File: config.mk
export PLATFORM = sky130hd
export DESIGN_NAME = mii_rx_mac_flat
export DESIGN_NICKNAME = d
export VERILOG_FILES = /design/src/rtl/mii_rx_pkg.sv /design/src/rtl/mii_rx_mac_if.sv /design/src/rtl/crc32_d8.sv /design/src/rtl/mii_rx_mac.sv /design/src/flat_wrapper.sv
export SDC_FILE = /design/constraint.sdc
export NUM_CORES = 1
export LEC_CHECK = 0
export CAP_MARGIN = 40
export CORE_MARGIN = 10
export CORE_UTILIZATION = 55
export DETAILED_ROUTE_END_ITERATION = 6
export PLACE_DENSITY = 0.76
export SLEW_MARGIN = 20
export SYNTH_ARGS = -nofsm -noshare
export SYNTH_HDL_FRONTEND = slang
export SYNTH_SLANG_ARGS = --single-unit
File: constraint.sdc
create_clock -name i_clk -period 4.06 [get_ports i_clk]
set_input_delay 0.812 -clock i_clk [delete_from_list [all_inputs] [get_ports i_clk]]
set_output_delay 0.812 -clock i_clk [all_outputs]
set_load 0.005 [all_outputs]
File: src/rtl/mii_rx_pkg.sv
// Shared definitions for the MII receive MAC: FSM encoding, error bit
// positions, CRC-32 constants and MII nibble codes.
package mii_rx_pkg;

   typedef enum logic [1:0] {
      ST_IDLE = 2'd0,
      ST_PRE  = 2'd1,
      ST_DATA = 2'd2,
      ST_DROP = 2'd3
   } state_e;

   // Bit positions inside the 4-bit error word delivered with o_eof.
   localparam int ERR_CRC   = 0;
   localparam int ERR_RUNT  = 1;
   localparam int ERR_LONG  = 2;
   localparam int ERR_ALIGN = 3;

   // Reflected CRC-32 (IEEE 802.3).
   localparam logic [31:0] CRC_INIT    = 32'hFFFF_FFFF;
   localparam logic [31:0] CRC_POLY    = 32'hEDB8_8320;
   localparam logic [31:0] CRC_RESIDUE = 32'hDEBB_20E3;

   // Preamble and start-of-frame-delimiter nibbles as seen on MII.
   localparam logic [3:0] NIB_PRE = 4'h5;
   localparam logic [3:0] NIB_SFD = 4'hD;

   // Default frame limits (bytes, DA through FCS) and preamble minimum.
   localparam int DEF_MAX_LEN = 1518;
   localparam int DEF_MIN_LEN = 64;
   localparam int DEF_MIN_PRE = 2;

   // Byte counter saturation value.
   localparam logic [10:0] LEN_SAT = 11'd2047;

endpackage

File: src/rtl/mii_rx_mac_if.sv
// Bus bundle between the MII PHY receive path, the MAC and the packet layer.
// Push-only stream, no back-pressure: o_data is taken by the sink on every
// cycle o_valid=1 (o_sof marks the first byte of a frame); o_eof is a one
// cycle strobe and o_frame_ok/o_err/o_len are meaningful only while it is high.
interface mii_rx_mac_if;
   import mii_rx_pkg::*;

   logic [3:0]  i_mii_rx_data;
   logic        i_mii_rx_dv;
   logic [7:0]  o_data;
   logic        o_valid;
   logic        o_sof;
   logic        o_eof;
   logic        o_frame_ok;
   logic [3:0]  o_err;
   logic [10:0] o_len;
   state_e      dbg_state;

   modport master (
      input  i_mii_rx_data, i_mii_rx_dv,
      output o_data, o_valid, o_sof, o_eof, o_frame_ok, o_err, o_len, dbg_state
   );

   modport slave (
      output i_mii_rx_data, i_mii_rx_dv,
      input  o_data, o_valid, o_sof, o_eof, o_frame_ok, o_err, o_len, dbg_state
   );
endinterface

File: src/rtl/crc32_d8.sv
// Combinational next-state of the reflected CRC-32 for one input byte,
// LSB first. Shared with the transmit FCS generator.
module crc32_d8
   import mii_rx_pkg::*;
(
   input  logic [31:0] i_crc,
   input  logic [7:0]  i_data,
   output logic [31:0] o_crc
);

   logic [31:0] crc_v;

   // Eight serial shift/xor steps, byte folded into the low bits first.
   always_comb begin
      crc_v = i_crc ^ {24'h0, i_data};
      for (int i = 0; i < 8; i++) begin
         crc_v = crc_v[0] ? ((crc_v >> 1) ^ CRC_POLY) : (crc_v >> 1);
      end
      o_crc = crc_v;
   end

endmodule

File: src/rtl/mii_rx_mac.sv
// MII receive MAC front end: preamble/SFD detection, nibble-to-byte assembly
// (low nibble first), CRC-32 check, length count and error classification.
// Optional build macro MII_RX_FCS_STRIP_EN: hold bytes in a 4-byte delay line
// so the FCS is never emitted on o_valid (status still covers the FCS).
module mii_rx_mac
   import mii_rx_pkg::*;
#(
   parameter int MAX_LEN = DEF_MAX_LEN,
   parameter int MIN_LEN = DEF_MIN_LEN,
   parameter int MIN_PRE = DEF_MIN_PRE
) (
   input logic           i_clk,
   input logic           i_res,
   mii_rx_mac_if.master  bus
);

   localparam logic [10:0] MAX_LEN_L = 11'(MAX_LEN);
   localparam logic [10:0] MIN_LEN_L = 11'(MIN_LEN);
   localparam logic [3:0]  MIN_PRE_L = 4'(MIN_PRE);

   state_e      state_q, state_d;
   logic [3:0]  pre_cnt_q, pre_cnt_d;
   logic        phase_q, phase_d;
   logic [3:0]  low_q, low_d;
   logic [10:0] cnt_q, cnt_d;
   logic [31:0] crc_q, crc_d;
   logic        first_q, first_d;
   logic [7:0]  data_q, data_d;
   logic        valid_q, valid_d;
   logic        sof_q, sof_d;
   logic        eof_q, eof_d;
   logic        ok_q, ok_d;
   logic [3:0]  err_q, err_d;
   logic [10:0] len_q, len_d;
   logic [3:0]  err_v;
   logic [7:0]  byte_w;
   logic [31:0] crc_next;
`ifdef MII_RX_FCS_STRIP_EN
   // Index of the byte leaving the delay line is cnt_q-4.
   localparam logic [10:0] EMIT_LIM = 11'(MAX_LEN + 4);
   logic [31:0] dly_q, dly_d;
   logic [2:0]  fill_q, fill_d;
`endif

   assign byte_w = {bus.i_mii_rx_data, low_q};

   crc32_d8 u_crc (
      .i_crc  (crc_q),
      .i_data (byte_w),
      .o_crc  (crc_next)
   );

   // Next-state, byte assembly, emission and end-of-frame status.
   always_comb begin
      state_d   = state_q;
      pre_cnt_d = pre_cnt_q;
      phase_d   = phase_q;
      low_d     = low_q;
      cnt_d     = cnt_q;
      crc_d     = crc_q;
      first_d   = first_q;
      data_d    = data_q;
      valid_d   = 1'b0;
      sof_d     = 1'b0;
      eof_d     = 1'b0;
      ok_d      = 1'b0;
      err_d     = 4'h0;
      len_d     = 11'd0;
      err_v     = 4'h0;
`ifdef MII_RX_FCS_STRIP_EN
      dly_d     = dly_q;
      fill_d    = fill_q;
`endif
      case (state_q)
         ST_IDLE: begin
            if (bus.i_mii_rx_dv) begin
               if (bus.i_mii_rx_data == NIB_PRE) begin
                  state_d   = ST_PRE;
                  pre_cnt_d = 4'd1;
               end else begin
                  state_d = ST_DROP;
               end
            end
         end
         ST_PRE: begin
            if (!bus.i_mii_rx_dv) begin
               state_d = ST_IDLE;
            end else if (bus.i_mii_rx_data == NIB_PRE) begin
               pre_cnt_d = (pre_cnt_q == 4'hF) ? pre_cnt_q : pre_cnt_q + 4'd1;
            end else if (bus.i_mii_rx_data == NIB_SFD && pre_cnt_q >= MIN_PRE_L) begin
               state_d = ST_DATA;
               phase_d = 1'b0;
               cnt_d   = 11'd0;
               crc_d   = CRC_INIT;
               first_d = 1'b1;
`ifdef MII_RX_FCS_STRIP_EN
               dly_d   = 32'h0;
               fill_d  = 3'd0;
`endif
            end else begin
               state_d = ST_DROP;
            end
         end
         ST_DATA: begin
            if (!bus.i_mii_rx_dv) begin
               // A pending low nibble means the frame was not byte aligned.
               err_v[ERR_CRC]   = (crc_q != CRC_RESIDUE);
               err_v[ERR_RUNT]  = (cnt_q < MIN_LEN_L);
               err_v[ERR_LONG]  = (cnt_q > MAX_LEN_L);
               err_v[ERR_ALIGN] = phase_q;
               eof_d   = 1'b1;
               err_d   = err_v;
               ok_d    = (err_v == 4'h0);
               len_d   = cnt_q;
               state_d = ST_IDLE;
            end else if (!phase_q) begin
               low_d   = bus.i_mii_rx_data;
               phase_d = 1'b1;
            end else begin
               phase_d = 1'b0;
               crc_d   = crc_next;
               cnt_d   = (cnt_q == LEN_SAT) ? cnt_q : cnt_q + 11'd1;
`ifdef MII_RX_FCS_STRIP_EN
               dly_d = {dly_q[23:0], byte_w};
               if (fill_q == 3'd4) begin
                  if (cnt_q < EMIT_LIM) begin
                     valid_d = 1'b1;
                     data_d  = dly_q[31:24];
                     sof_d   = first_q;
                     first_d = 1'b0;
                  end
               end else begin
                  fill_d = fill_q + 3'd1;
               end
`else
               if (cnt_q < MAX_LEN_L) begin
                  valid_d = 1'b1;
                  data_d  = byte_w;
                  sof_d   = first_q;
                  first_d = 1'b0;
               end
`endif
            end
         end
         ST_DROP: begin
            if (!bus.i_mii_rx_dv) state_d = ST_IDLE;
         end
         default: state_d = ST_IDLE;
      endcase
   end

   // State and output registers; reset aborts any frame without an o_eof.
   always_ff @(posedge i_clk or posedge i_res) begin
      if (i_res) begin
         state_q   <= ST_IDLE;
         pre_cnt_q <= 4'd0;
         phase_q   <= 1'b0;
         low_q     <= 4'd0;
         cnt_q     <= 11'd0;
         crc_q     <= CRC_INIT;
         first_q   <= 1'b0;
         data_q    <= 8'd0;
         valid_q   <= 1'b0;
         sof_q     <= 1'b0;
         eof_q     <= 1'b0;
         ok_q      <= 1'b0;
         err_q     <= 4'd0;
         len_q     <= 11'd0;
`ifdef MII_RX_FCS_STRIP_EN
         dly_q     <= 32'h0;
         fill_q    <= 3'd0;
`endif
      end else begin
         state_q   <= state_d;
         pre_cnt_q <= pre_cnt_d;
         phase_q   <= phase_d;
         low_q     <= low_d;
         cnt_q     <= cnt_d;
         crc_q     <= crc_d;
         first_q   <= first_d;
         data_q    <= data_d;
         valid_q   <= valid_d;
         sof_q     <= sof_d;
         eof_q     <= eof_d;
         ok_q      <= ok_d;
         err_q     <= err_d;
         len_q     <= len_d;
`ifdef MII_RX_FCS_STRIP_EN
         dly_q     <= dly_d;
         fill_q    <= fill_d;
`endif
      end
   end

   assign bus.o_data     = data_q;
   assign bus.o_valid    = valid_q;
   assign bus.o_sof      = sof_q;
   assign bus.o_eof      = eof_q;
   assign bus.o_frame_ok = ok_q;
   assign bus.o_err      = err_q;
   assign bus.o_len      = len_q;
   assign bus.dbg_state  = state_q;

endmodule

File: src/flat_wrapper.sv
// flat-port wrapper written by rule: the top's interface ports become plain ports
module mii_rx_mac_flat import mii_rx_pkg::*;
#(
   parameter int MAX_LEN = DEF_MAX_LEN,
   parameter int MIN_LEN = DEF_MIN_LEN,
   parameter int MIN_PRE = DEF_MIN_PRE
)
  (i_clk, i_res, bus_i_mii_rx_data, bus_i_mii_rx_dv, bus_o_data, bus_o_valid, bus_o_sof, bus_o_eof, bus_o_frame_ok, bus_o_err, bus_o_len, bus_dbg_state);
  mii_rx_mac_if bus_i ();
  input logic i_clk;
  input logic i_res;
  input wire logic [$bits(bus_i.i_mii_rx_data)-1:0] bus_i_mii_rx_data;
  input wire logic [$bits(bus_i.i_mii_rx_dv)-1:0] bus_i_mii_rx_dv;
  output wire logic [$bits(bus_i.o_data)-1:0] bus_o_data;
  output wire logic [$bits(bus_i.o_valid)-1:0] bus_o_valid;
  output wire logic [$bits(bus_i.o_sof)-1:0] bus_o_sof;
  output wire logic [$bits(bus_i.o_eof)-1:0] bus_o_eof;
  output wire logic [$bits(bus_i.o_frame_ok)-1:0] bus_o_frame_ok;
  output wire logic [$bits(bus_i.o_err)-1:0] bus_o_err;
  output wire logic [$bits(bus_i.o_len)-1:0] bus_o_len;
  output wire logic [$bits(bus_i.dbg_state)-1:0] bus_dbg_state;
  assign bus_i.i_mii_rx_data = bus_i_mii_rx_data;
  assign bus_i.i_mii_rx_dv = bus_i_mii_rx_dv;
  assign bus_o_data = bus_i.o_data;
  assign bus_o_valid = bus_i.o_valid;
  assign bus_o_sof = bus_i.o_sof;
  assign bus_o_eof = bus_i.o_eof;
  assign bus_o_frame_ok = bus_i.o_frame_ok;
  assign bus_o_err = bus_i.o_err;
  assign bus_o_len = bus_i.o_len;
  assign bus_dbg_state = bus_i.dbg_state;
  mii_rx_mac #(.MAX_LEN(MAX_LEN), .MIN_LEN(MIN_LEN), .MIN_PRE(MIN_PRE)) u_core (.i_clk(i_clk), .i_res(i_res), .bus(bus_i));
endmodule
* Word level (Yosys, flattened, before mapping) *
Cells that the tools add are included.

word-level totals
  input bits = 7
  register bits after elaboration = 82
  output and inout bits = 29
  word-level logic and storage cells = 128

cells by class
  equal/unequal tests = 21
  reductions and logical operators = 14
  magnitude comparators = 4
  $add $sub $neg = 2
  mux-type cells = 63
  bitwise logic cells = 10

operator list
  kind                     number
  $mux W32                 13
  $not A13 Y14             8
  $mux W11                 8
  $pmux W32 S2             1
  $ne A32 B32 Y1 const B   1
  $xor A32 B8 Y32          1
  $mux W4                  7
  $mux W1                  24
  $pmux W11 S2             1
  $ne A2 B2 Y1 const B     7
  $reduce_and A7 Y1        2
  $reduce_and A6 Y1        2
  $add A11 B1 Y11 const B  1
  $eq A11 B11 Y1 const B   1
  $gt A11 B11 Y1 const B   1
  $lt A11 B11 Y1 const B   1
  $lt A11 B7 Y1 const B    1
  $mux W2                  5
  $ne A2 B1 Y1 const B     5
  $eq A4 B4 Y1 const B     2
  $pmux W4 S2              1
  $pmux W2 S3              1
  $reduce_and A3 Y1        2
  $reduce_and A5 Y1        1
  14 further kinds         17

* Depth between registers and ports, before layout *
  depth in word-level cells = 20
  gate-level depth with buffers = 8
  depth with buffers taken out = 6

* By module *
Synthesis repeated with hierarchy kept, for this count alone.

unflattened totals
  cells, all modules = 416
  area, all modules = 4,390.5 um2

modules (own cells, without submodules)
  module      times used  seq. area each (um2)  area each (um2)  cells an instance
  mii_rx_mac  1           2,092.0               3,673.5          345
  crc32_d8    1           0.0                   716.9            71

* Worst setup path after synthesis *
Ideal clock, no wire load.

  path type = input -> register
  start point = input bus_i_mii_rx_data[2]
  end point = register u_core.crc_q[26]
  arrival = 2.098 ns
  cell stages on the path = 4
  path buffers = 0
  path slack = 1.887 ns
  data required time = 3.985 ns
  setup time = 0.075 ns
  cells stage by stage = xnor2_1 > xnor2_2 > xnor3_1 > a2bb2oi_1

on the way
  cells in the longest elaborated chain, start to end = 14

ends and longest elaborated chain
  element                 RTL line            RTL
  from (decl)             flat_wrapper.sv:12  input wire logic [$bits(bus_i.i_mii_rx_data)-1:0] bus_i_mii_rx_data;
  $xor A32 B8 Y32         crc32_d8.sv:15      crc_v = i_crc ^ {24'h0, i_data};
  $not A13 Y14 (no line)  -
  $mux W32 (7 in a row)   crc32_d8.sv:17      crc_v = crc_v[0] ? ((crc_v >> 1) ^ CRC_POLY) : (crc_v >> 1);
  $not A13 Y14 (no line)  -
  $mux W32                crc32_d8.sv:17
  $mux W32                mii_rx_mac.sv:116   end else if (!phase_q) begin
  $mux W32                mii_rx_mac.sv:105   if (!bus.i_mii_rx_dv) begin
  $pmux W32 S2            mii_rx_mac.sv:74    case (state_q)
  to (signal assigned)    mii_rx_mac.sv:179   crc_q <= crc_d;
  to (decl)               mii_rx_mac.sv:26    logic [31:0] crc_q, crc_d;

Parallel ways exist; a longest one is shown, timed or not. The select of a mux whose other input is x is not followed.
A chain may end at the register's enable or synchronous reset.

* Final worst setup path *
  start point = input bus_i_mii_rx_dv
  end point = register u_core.low_q[2]

on the way
  cells in the longest elaborated chain, start to end = 1

ends and longest elaborated chain
  element                      RTL line            RTL
  from (decl)                  flat_wrapper.sv:13  input wire logic [$bits(bus_i.i_mii_rx_dv)-1:0] bus_i_mii_rx_dv;
  $reduce_and A3 Y1 (no line)  -
  to (signal assigned)         mii_rx_mac.sv:177   low_q <= low_d;
  to (decl)                    mii_rx_mac.sv:24    logic [3:0] low_q, low_d;

No other way between the ends.

==> qor.log <==
qor: global_routing.grt.overflow.total 0
qor: placed_design.placed_cells_incl_taps 479
qor: clock_tree.cts.sink_count 82
qor: clock_tree.cts_resized 0
qor: critical_path.cp_max_fo 25
qor: placed_design.dp_hpwl 6.69 mm
qor: hold_path.min_delay_src u_core.first_q$_DFFE_PP0P_
qor: yosys.synth_fp_nets 363
qor: sta.final_max_slew_viol_count 0
qor: sta.share_of_the_cycle_needed_by_the_critical_path_after_routing 67.9%
qor: floorplanning.core.rowCount 32
qor: clock_tree.holdBufCountCts 0
qor: clock_tree.number_of_clock_buffers_inserted_by_tritoncts 9
qor: sta.tightestPinTransition 800 ps
qor: yosys.mappedNetlistArea 4470 µm²
qor: floorplanning.initial_utilization 57.3%
qor: global_routing.first_global_vias 2929
qor: yosys.syn-mean-instance-area 12.7 µm²
qor: hold_path.min-delay-path-class reg -> reg
qor: yosys.synthDistinctLibCells 57
qor: route.antenna_violating_nets_remaining 0
qor: critical_path.r2r_start u_core.pre_cnt_q[0]$_DFFE_PP0P_
qor: critical_path.list_of_cells_traversed_by_the_critical_path clkdlybuf4s50_1 -> inv_1 -> nor3_1 -> mux2_2
qor: route.violation_count_after_the_first_detailed_routing_iteration 161
qor: placed_design.globalplace.congestion 0.840
qor: sta.final_critical_path_setup_slack 1300 ps
qor: cells_and_area.layout.filler_cells 585
qor: sta.final.setup.tns 0 ps
qor: critical_path.timing.critical_path.slowest_cell_delay 740 ps
qor: global_routing.grt_pass1_wl 15.5 mm
qor: floorplanning.floorplan.die.height 110 µm
qor: cells_and_area.num_antenna_cells 0
qor: route.wirelength 9.38 mm
qor: yosys.asyncSetResetFlopFracSynth 100%
qor: route.detailed_route_via_count 2885
qor: clock_tree.clk-insertion-delay-late 360 ps
qor: cells_and_area.numnets_final 400
qor: cells_and_area.finish.utilization 65.9%
qor: yosys.synth_enable_flop_cells 0
qor: critical_path.cp_data_arrival_time 3000 ps
qor: yosys.synth_top_flop_cell sky130_fd_sc_hd__dfrtp_1
qor: sta.final.hold.worst_slack 491 ps
qor: route.detail_route.drc_violations 0
qor: critical_path.worst_setup_path_end_kind flip-flop
qor: sta.timing.clock.skew 15.5 ps
qor: critical_path.worst_path_max_delay_cell sky130_fd_sc_hd__clkdlybuf4s50_1
qor: route.routed_wire_length_per_instance 18.9 µm
qor: power_and_ir_drop.total_power 4.78 mW
qor: critical_path.r2r_setup_slack 1710 ps
qor: hold_path.hold_path_depth 1
qor: global_routing.grt_use_total 16.3%
qor: clock_tree.cts.root.buffer_cell sky130_fd_sc_hd__clkbuf_8
qor: placed_design.port_buffers 35
qor: yosys.netlist_top_cells_area sky130_fd_sc_hd__dfrtp_1 (28%), sky130_fd_sc_hd__dfstp_2 (19%), sky130_fd_sc_hd__xnor3_1 (8.1%)
qor: cells_and_area.syn2layout_area_growth 15.0%
qor: floorplanning.io_pins 36
qor: yosys.synth.yosys.seq_area_share 46.8%
qor: cells_and_area.cell_area_after_layout 5140 µm²
qor: global_routing.grt_start_max_net_pins 31
qor: floorplanning.core_area 7810 µm²
qor: outcome.status finished, final reports clean
qor: power_and_ir_drop.power_density 929 nW/µm²
qor: yosys.cell_type_contributing_the_most_total_cell_area_after_synthesis sky130_fd_sc_hd__dfrtp_1
qor: placed_design.dpl-instance-area 4930 µm²
qor: sta.shortest_period_the_worst_path_allows 2760 ps
qor: yosys.synth.top_cell.area_share 28.0%
qor: power_and_ir_drop.power_leakage 2.30 nW
qor: clock_tree.cts.clk_slew.worst_paths 90 ps
qor: cells_and_area.layout.cells.non_filler 496
qor: critical_path.reg2reg_depth 6
qor: critical_path.critical_path_required 4300 ps
qor: route.drt_pre_antenna_iters 4
qor: clock_tree.cts_tree done
qor: yosys.ys_warn_count 0
qor: clock_tree.clockBufferDepth 2
qor: sta.fmax 363 MHz
qor: clock_tree.htreeDepth 3
qor: critical_path.cp-start-kind input pin
qor: critical_path.reg2reg_to u_core.cnt_q[0]$_DFFE_PP0P_
qor: yosys.synth.cells.most_frequent sky130_fd_sc_hd__dfrtp_1 (50), sky130_fd_sc_hd__dfstp_2 (32), sky130_fd_sc_hd__a2bb2oi_1 (24)
qor: floorplanning.die_area 12100 µm²
qor: sta.unrepaired_setup_endpoints_after_global_routing false
qor: sta.max_slew_margin 46.4%
qor: job.max-cap-violations 0
qor: cells_and_area.post_route_cells_drive_above_1_share 23.4%
qor: floorplanning.die_width 110 µm
qor: power_and_ir_drop.irDropWorstVdd 0.599 mV
qor: critical_path.timing.setup.critical_path_class in -> reg
qor: hold_path.timing.hold.worst_endpoint u_core.bus.o_sof$_DFF_PP0_
qor: sta.report.final.hold_viol_count 0
qor: yosys.synth-seq-cells 82
qor: yosys.postSynthCellCount 353
qor: sta.setup_viol_count_final 0
qor: route.vias_per_cell 5.82
qor: yosys.yosysMostFrequentCell sky130_fd_sc_hd__dfrtp_1
qor: global_routing.antenna_found_initial 0
qor: placed_design.placement.setup.worst_slack 929 ps
qor: clock_tree.post_cts.repair.setup_buffers 0
-- worst max path at each step --
| stage | cells past startpoint | slack, ps | from | to |
|---|---|---|---|---|
| after CTS | 4 | 1320 | bus_i_mii_rx_dv | u_core.low_q[2]$_DFFE_PP0P_ |
| after global placement | 5 | 1000 | bus_i_mii_rx_data[0] | u_core.cnt_q[0]$_DFFE_PP0P_ |
| after detailed placement | 4 | 930 | bus_i_mii_rx_dv | u_core.low_q[2]$_DFFE_PP0P_ |
| after global routing | 4 | 1050 | bus_i_mii_rx_dv | u_core.low_q[0]$_DFFE_PP0P_ |
| after floorplan | 1 | 1190 | i_res | u_core.bus.dbg_state[0]$_DFFE_PP0P_ |
| final | 4 | 1300 | bus_i_mii_rx_dv | u_core.low_q[2]$_DFFE_PP0P_ |
-- layout by cell type (no fill, tap or decap), drive strengths merged, types with 3 or more instances in the layout --
cell type and n:
xnor3 16, clkdlybuf4s50 35, and4 3, and3 13, buf 7, nor4 7
nor2 14, inv 8, nor3 5, mux2 13, clkinv 5, xnor2 30
dfrtp 50, xor2 16, mux2i 7, a31oi 6, ha 3, nand2b 7
a21oi 9, or4 4, o22a 3, o21ai 7, clkbuf 10, nand3 5
nand4 8, dfstp 32, a2bb2oi 24, nand2 17
-- final cells by class --
| type | instances | area [µm²] | area share [%] |
|---|---|---|---|
| sequential | 82 | 2090 | 40.7 |
| inverter | 8 | 31.3 | 0.608 |
| timing repair buffer | 43 | 434 | 8.44 |
| tap | 102 | 128 | 2.48 |
| multi-input combinational | 246 | 2270 | 44.1 |
| clock inverter | 6 | 66.3 | 1.29 |
| clock buffer | 9 | 124 | 2.41 |
-- where the power goes --
group          leakage, nW  internal (mW)  switching, mW
registers            0.996           1.17          0.269
clock network       0.0994          0.283          0.312
logic                 1.20           1.62           1.12
-- per-layer routing --
metal / vias up / part of all wire, % / GRT usage [%]
met5: - / 0 / 0
met4: 0 / 1.7 / 6.06
met3: 14 / 6.0 / 3.37
met2: 83 / 45 / 24.3
met1: 1432 / 47 / 23.0
li1: 1356 / - / -
-- registers in the layout (all words and copies together), names as in the netlist --
| name | flops |
|---|---|
| u_core.bus.o_valid | 1 |
| u_core.cnt_q | 11 |
| u_core.phase_q | 1 |
| u_core.low_q | 4 |
| u_core.bus.o_err | 4 |
| u_core.crc_q | 32 |
| u_core.bus.o_frame_ok | 1 |
| u_core.bus.o_eof | 1 |
| u_core.bus.o_sof | 1 |
| u_core.bus.o_len | 11 |
| u_core.bus.o_data | 8 |
| u_core.bus.dbg_state | 2 |
| u_core.pre_cnt_q | 4 |
| u_core.first_q | 1 |
-- cell families after synthesis --
group | after synthesis | share of synthesized area [%]
AOI/OAI and AO/OA | 60 | 10.1
xor gates and xnor gates | 64 | 21.5
adders and majority gates | 3 | 0.840
buffers and inverters | 25 | 2.55
DFF | 82 | 46.8
muxes | 20 | 4.84
and+or+nand+nor | 99 | 13.4
-- critical path, delay by kind of cell --
kind / cells / cell delay, ps
and+or+nand+nor: 1 / 630
muxes: 1 / 400
buffers and inverters: 2 / 1160
Power figures use the tool's default switching activity.
==> RTL edit 1, RTL diff (same settings) <==
`data_q` no longer has a reset.
--- a/src/rtl/mii_rx_mac.sv
+++ b/src/rtl/mii_rx_mac.sv
@@ -159,7 +159,6 @@
          cnt_q     <= 11'd0;
          crc_q     <= CRC_INIT;
          first_q   <= 1'b0;
-         data_q    <= 8'd0;
          valid_q   <= 1'b0;
          sof_q     <= 1'b0;
          eof_q     <= 1'b0;
@@ -178,7 +177,6 @@
          cnt_q     <= cnt_d;
          crc_q     <= crc_d;
          first_q   <= first_d;
-         data_q    <= data_d;
          valid_q   <= valid_d;
          sof_q     <= sof_d;
          eof_q     <= eof_d;
@@ -190,6 +188,10 @@
          fill_q    <= fill_d;
 `endif
       end
+   end
+
+   always_ff @(posedge i_clk) begin
+      data_q <= data_d;
    end
 
    assign bus.o_data     = data_q;
Function: changed (a bounded check fails within 10 cycles, from zero or initial values; the reset may be asserted at any time).
==> RTL edit 1 against the original RTL <==
  * First-iteration DRC count is 5.0% lower
  * Final cell count grew 1.6%
  * Sequential cell count unchanged
  * Largest cell class is now sequential cells
  * Highest routed layer unchanged
  * Non-clock buffer count decreased by 1
  * Area after synthesis shrank 5.9%
  * Total power fell by 6.5%
  * Setup slack better by 210 ps
  * Utilization rose by 0.77 points
  * Wire length down 3.2%
  * Critical path type unchanged
  * Synthesized cell count grew 1.1%
  * Design area is 5.0% lower
==> RTL edit 1: results (changes against the original RTL) <==
outcome: finished clean
hold slack final: 493 ps (+2.07 ps)
Critical Path Source: bus_i_mii_rx_data[3]
largest net degree at the start of global routing: 34 (+9.7%)
Iteration-0 DRC Markers: 153 (-5.0%)
Worst Skew: 9.80 ps (-5.70 ps)
reg-to-reg critical path startpoint: u_core.pre_cnt_q[1]
vias in the first global route: 2971 (+1.4%)
Max transition margin: 38.0% (-8.4 points)
CP max-delay cell: clkdlybuf4s50_1
Nets: 410 (+2.5%)
Post-synth EDFFs: 8 (+8)
Leak: 1.94 nW (-15%)
Placed Area: 0.00468 mm² (-5.0%)
Min-Delay Path Class: register to register
Post-Syn Nets: 367 (+1.1%)
Routed WL: 9.07 mm (-3.2%)
die width: 107 µm (-2.5%)
CP max stage delay: 650 ps (-90 ps)
DR WL/cell: 18.0 µm (-4.8%)
arrival time worst endpoint: 2760 ps (-240 ps)
# fillers: 554 (-5.3%)
Worst R2R End: u_core.cnt_q[1]
RD Place Congestion: 0.846 (+0.68%)
synth cell count leaders: 42 x dfrtp_1, 41 x xnor2_1, 40 x nor2_1
Post-Place Setup Slack: 1130 ps (+200 ps)
Seq/Total Area, Yosys: 50.7% (+3.9 points)
share of cells above drive strength 1: 19.0% (-4.3 points)
Total GRT Usage: 16.5% (+0.24 points)
min Tclk post-route: 2550 ps (-208 ps)
mean area per synthesized cell: 11.8 µm² (-7.0%)
HP Start: u_core.first_q
routed vias: 2842 (-1.5%)
Post-DP HPWL: 6.47 mm (-3.4%)
crit path to: u_core.cnt_q[4]
share of synthesized registers carrying an async set or reset: 90.2% (-9.8 points)
crit-path leading delay family: compound AO/OA/AOI/OAI gates
Synth cell types: 48 (-16%)
## RTL edit 1: changes by cell type in the layout (fill, tap and decap cells not counted), moves of 4 or more
| cell | before | now |
|---|---|---|
| xnor3_1 | 16 | 1 |
| xor2_1 | 12 | 16 |
| xnor2_4 | 4 | 9 |
| mux2i_1 | 7 | 1 |
| nor2_1 | 13 | 40 |
| o22a_1 | 3 | 10 |
| dfrtp_1 | 50 | 42 |
| a21oi_1 | 9 | 23 |
| nand2b_1 | 7 | 3 |
| a2bb2oi_1 | 24 | 0 |
| edfxtp_1 | 0 | 8 |
| mux2_2 | 13 | 4 |
| xnor2_1 | 20 | 41 |
## RTL edit 1: where the power goes
part           switching (W)  total [W]  internal (W)
clock network       0.000305   0.000589      0.000284
logic                0.00119    0.00245       0.00125
registers           0.000271    0.00143       0.00116
total                0.00177    0.00446       0.00269
## RTL edit 1: cell families after synthesis
group | share of synthesized area, %
mux | 1.31
simple gates | 15.3
fa+ha+maj | 0.892
buf+inv | 1.61
flops | 50.7
xor+xnor | 21.4
compound gates | 8.77
## RTL edit 1: area by class of cell
cell class | count | area, µm² | area share, %
flip-flops and latches | 82 | 2130 | 43.6
multi-input cells | 258 | 2010 | 41.1
repair buffers | 42 | 403 | 8.25
clock buffers | 10 | 128 | 2.61
well taps | 99 | 124 | 2.54
clock inverters | 6 | 65.1 | 1.33
inverters | 7 | 26.3 | 0.538
## RTL edit 1: layer usage
metal / GRT usage (%) / vias to the layer above / wire [µm]
met1: 21.0 / 1420 / 4080
met4: 5.06 / 0 / 123
met3: 3.83 / 14 / 349
met2: 27.4 / 59 / 4520
met5: 0 / - / 0
li1: - / 1349 / -
==> RTL edit 2, RTL diff (config.mk and constraints unchanged) <==
Without the edit above. Add a define of `MII_RX_FCS_STRIP_EN`.
--- a/src/rtl/mii_rx_mac.sv
+++ b/src/rtl/mii_rx_mac.sv
@@ -2,6 +2,8 @@
 // (low nibble first), CRC-32 check, length count and error classification.
 // Optional build macro MII_RX_FCS_STRIP_EN: hold bytes in a 4-byte delay line
 // so the FCS is never emitted on o_valid (status still covers the FCS).
+`define MII_RX_FCS_STRIP_EN
+
 module mii_rx_mac
    import mii_rx_pkg::*;
 #(
Check against the original RTL: not equivalent (a bounded check fails within 10 cycles, from zero or initial values).
==> RTL edit 2 against the original RTL <==
  * Critical path depth up 4
  * Hold slack better by 10 ps
  * Count of clock-buffer cells in the layout increased by 12
  * Setup slack lost 41 ps
  * Sequential cell count is 35 higher
  * Area after synthesis rose by 33%
  * Maximum frequency down 1.5%
  * Wire length rose by 47%
  * Total power increased by 27%
  * Design area rose by 37%
==> RTL edit 2: results (changes against the original RTL) <==
Num CTS Buffers: 17 (+8)
synth top area cells: dfrtp_1 36%, dfstp_2 14%, o21ai_0 6.4%
crit path to: u_core.dly_q[8]
Post-DP HPWL: 8.80 mm (+31%)
Reg2Reg Depth: 8 (+2)
min Tclk post-route: 2800 ps (+41.1 ps)
Seq/Total Area, Yosys: 49.8% (+3.0 points)
Post-Place Setup Slack: 784 ps (-145 ps)
Post-Syn Nets: 538 (+48%)
CTS clock-pin slew for the worst setup and hold paths: 60 ps (-30 ps)
Total GRT Usage: 19.2% (+2.9 points)
sw frac: 33.2% (-2.4 points)
synth cell count leaders: 85 x dfrtp_1, 76 x o21ai_0, 44 x nand2_1
Worst R2R End: u_core.dly_q[17]
FF-to-FF setup slack: 1520 ps (-190 ps)
DRT Pass-1 Iters: 5 (+1)
routed wl met2: 7.00 mm (+64%)
Worst Skew: 11.5 ps (-4.01 ps)
clock latency on the worst-skew pair: 530 ps (+170 ps)
Synth cell types: 60 (+5.3%)
Placed Area: 0.00643 mm² (+30%)
wire length of the first global-routing pass: 22.9 mm (+48%)
Leak: 2.97 nW (+29%)
vias in the first global route: 4403 (+50%)
Nets: 573 (+43%)
outcome: finished clean
Critical Path Source: bus_i_mii_rx_data[1]
RD Place Congestion: 0.850 (+1.2%)
largest net degree at the start of global routing: 68 (+120%)
arrival time worst endpoint: 3240 ps (+240 ps)
Slew @ Worst Pin: 752 ps (-47.8 ps)
Max IR drop VDD: 0.776 mV (+30%)
H-tree lvl count: 4 (+1)
share of cells above drive strength 1: 20.2% (-3.1 points)
Iteration-0 DRC Markers: 443 (+180%)
worst-path fanout max: 21 (-16%)
met1 WL: 5.71 mm (+30%)
Routed WL: 13.8 mm (+47%)
WL met3: 809 µm (+43%)
RTL edit 2: cell types whose count changed in the layout (fill, tap and decap cells not counted), sizes merged, moves of 7 or more:
cell,delta
o21bai,+7
nor2,+7
a31oi,+12
a2bb2oi,-12
and2,+8
xor2,-7
buf,+8
clkbuf,+11
nand2,+27
o21ai,+74
a21oi,+12
and3,-11
dfrtp,+35
RTL edit 2: cell type report:
| cell class | instances | area (µm²) |
|---|---|---|
| fillers | 768 | 3380 |
| flip-flops and latches | 117 | 2970 |
| multi-input cells | 363 | 2810 |
| repair buffers | 50 | 487 |
| clock buffers | 21 | 449 |
| well taps | 136 | 170 |
| clock inverters | 11 | 103 |
| inverters | 12 | 47.5 |
RTL edit 2: routing by layer:
layer,GRT usage [%],vias to the layer above
met1,23.9,2184
met4,7.99,0
met5,0,-
li1,-,1949
met2,30.9,146
met3,5.43,27
RTL edit 2: cell families (layout without fill, tap and decap cells):
| family | count (synthesis) | after routing | synth area share [%] |
|---|---|---|---|
| multiplexers | 21 | 21 | 3.80 |
| XOR/XNOR | 61 | 61 | 15.3 |
| AND/OR/NAND/NOR | 122 | 122 | 11.2 |
| adder cells (fa/ha/maj) | 5 | 5 | 1.05 |
| buffers and inverters | 46 | 94 | 3.19 |
| flip-flops | 117 | 117 | 49.8 |
| AO/OA/AOI/OAI | 154 | 154 | 15.6 |
RTL edit 2: power by group through the flow:
stage          clock (W)  combinational, W  sequential (W)
2_1_floorplan          0           0.00232         0.00180
3_3_place_gp           0           0.00273         0.00187
3_5_place_dp           0           0.00279         0.00189
4_1_cts          0.00141           0.00282         0.00187
5_1_grt          0.00146           0.00301         0.00192
6_report         0.00138           0.00282         0.00188
RTL edit 2: stage by stage:
stage | hold slack (ps) | util (%) | std cells
2_1_floorplan | 454 | - | 526
3_3_place_gp | 482 | 61.7 | 674
3_5_place_dp | 494 | 61.8 | 675
4_1_cts | 508 | 67.1 | 707
5_1_grt | 526 | 67.5 | 710
6_report | 501 | 67.5 | 710
RTL edit 2: worst min-delay path by stage:
stage                           from                   end  slack [ps]  cells after the start
floorplan             u_core.first_q      u_core.bus.o_sof         450                      1
global placement    u_core.dly_q[24]  u_core.bus.o_data[0]         480                      1
detailed placement  u_core.dly_q[25]  u_core.bus.o_data[1]         490                      1
CTS                 u_core.dly_q[25]  u_core.bus.o_data[1]         510                      1
global route        u_core.crc_q[22]      u_core.crc_q[22]         530                      1
finish              u_core.dly_q[25]  u_core.bus.o_data[1]         500                      1
RTL edit 2: worst max-delay path, cell delays in order:
cell,delay (ps)
clkdlybuf4s50_1,570
nand4bb_1,160
buf_4,180
o21ai_2,70
inv_2,330
nand2_1,560
buf_4,370
o21ai_0,180
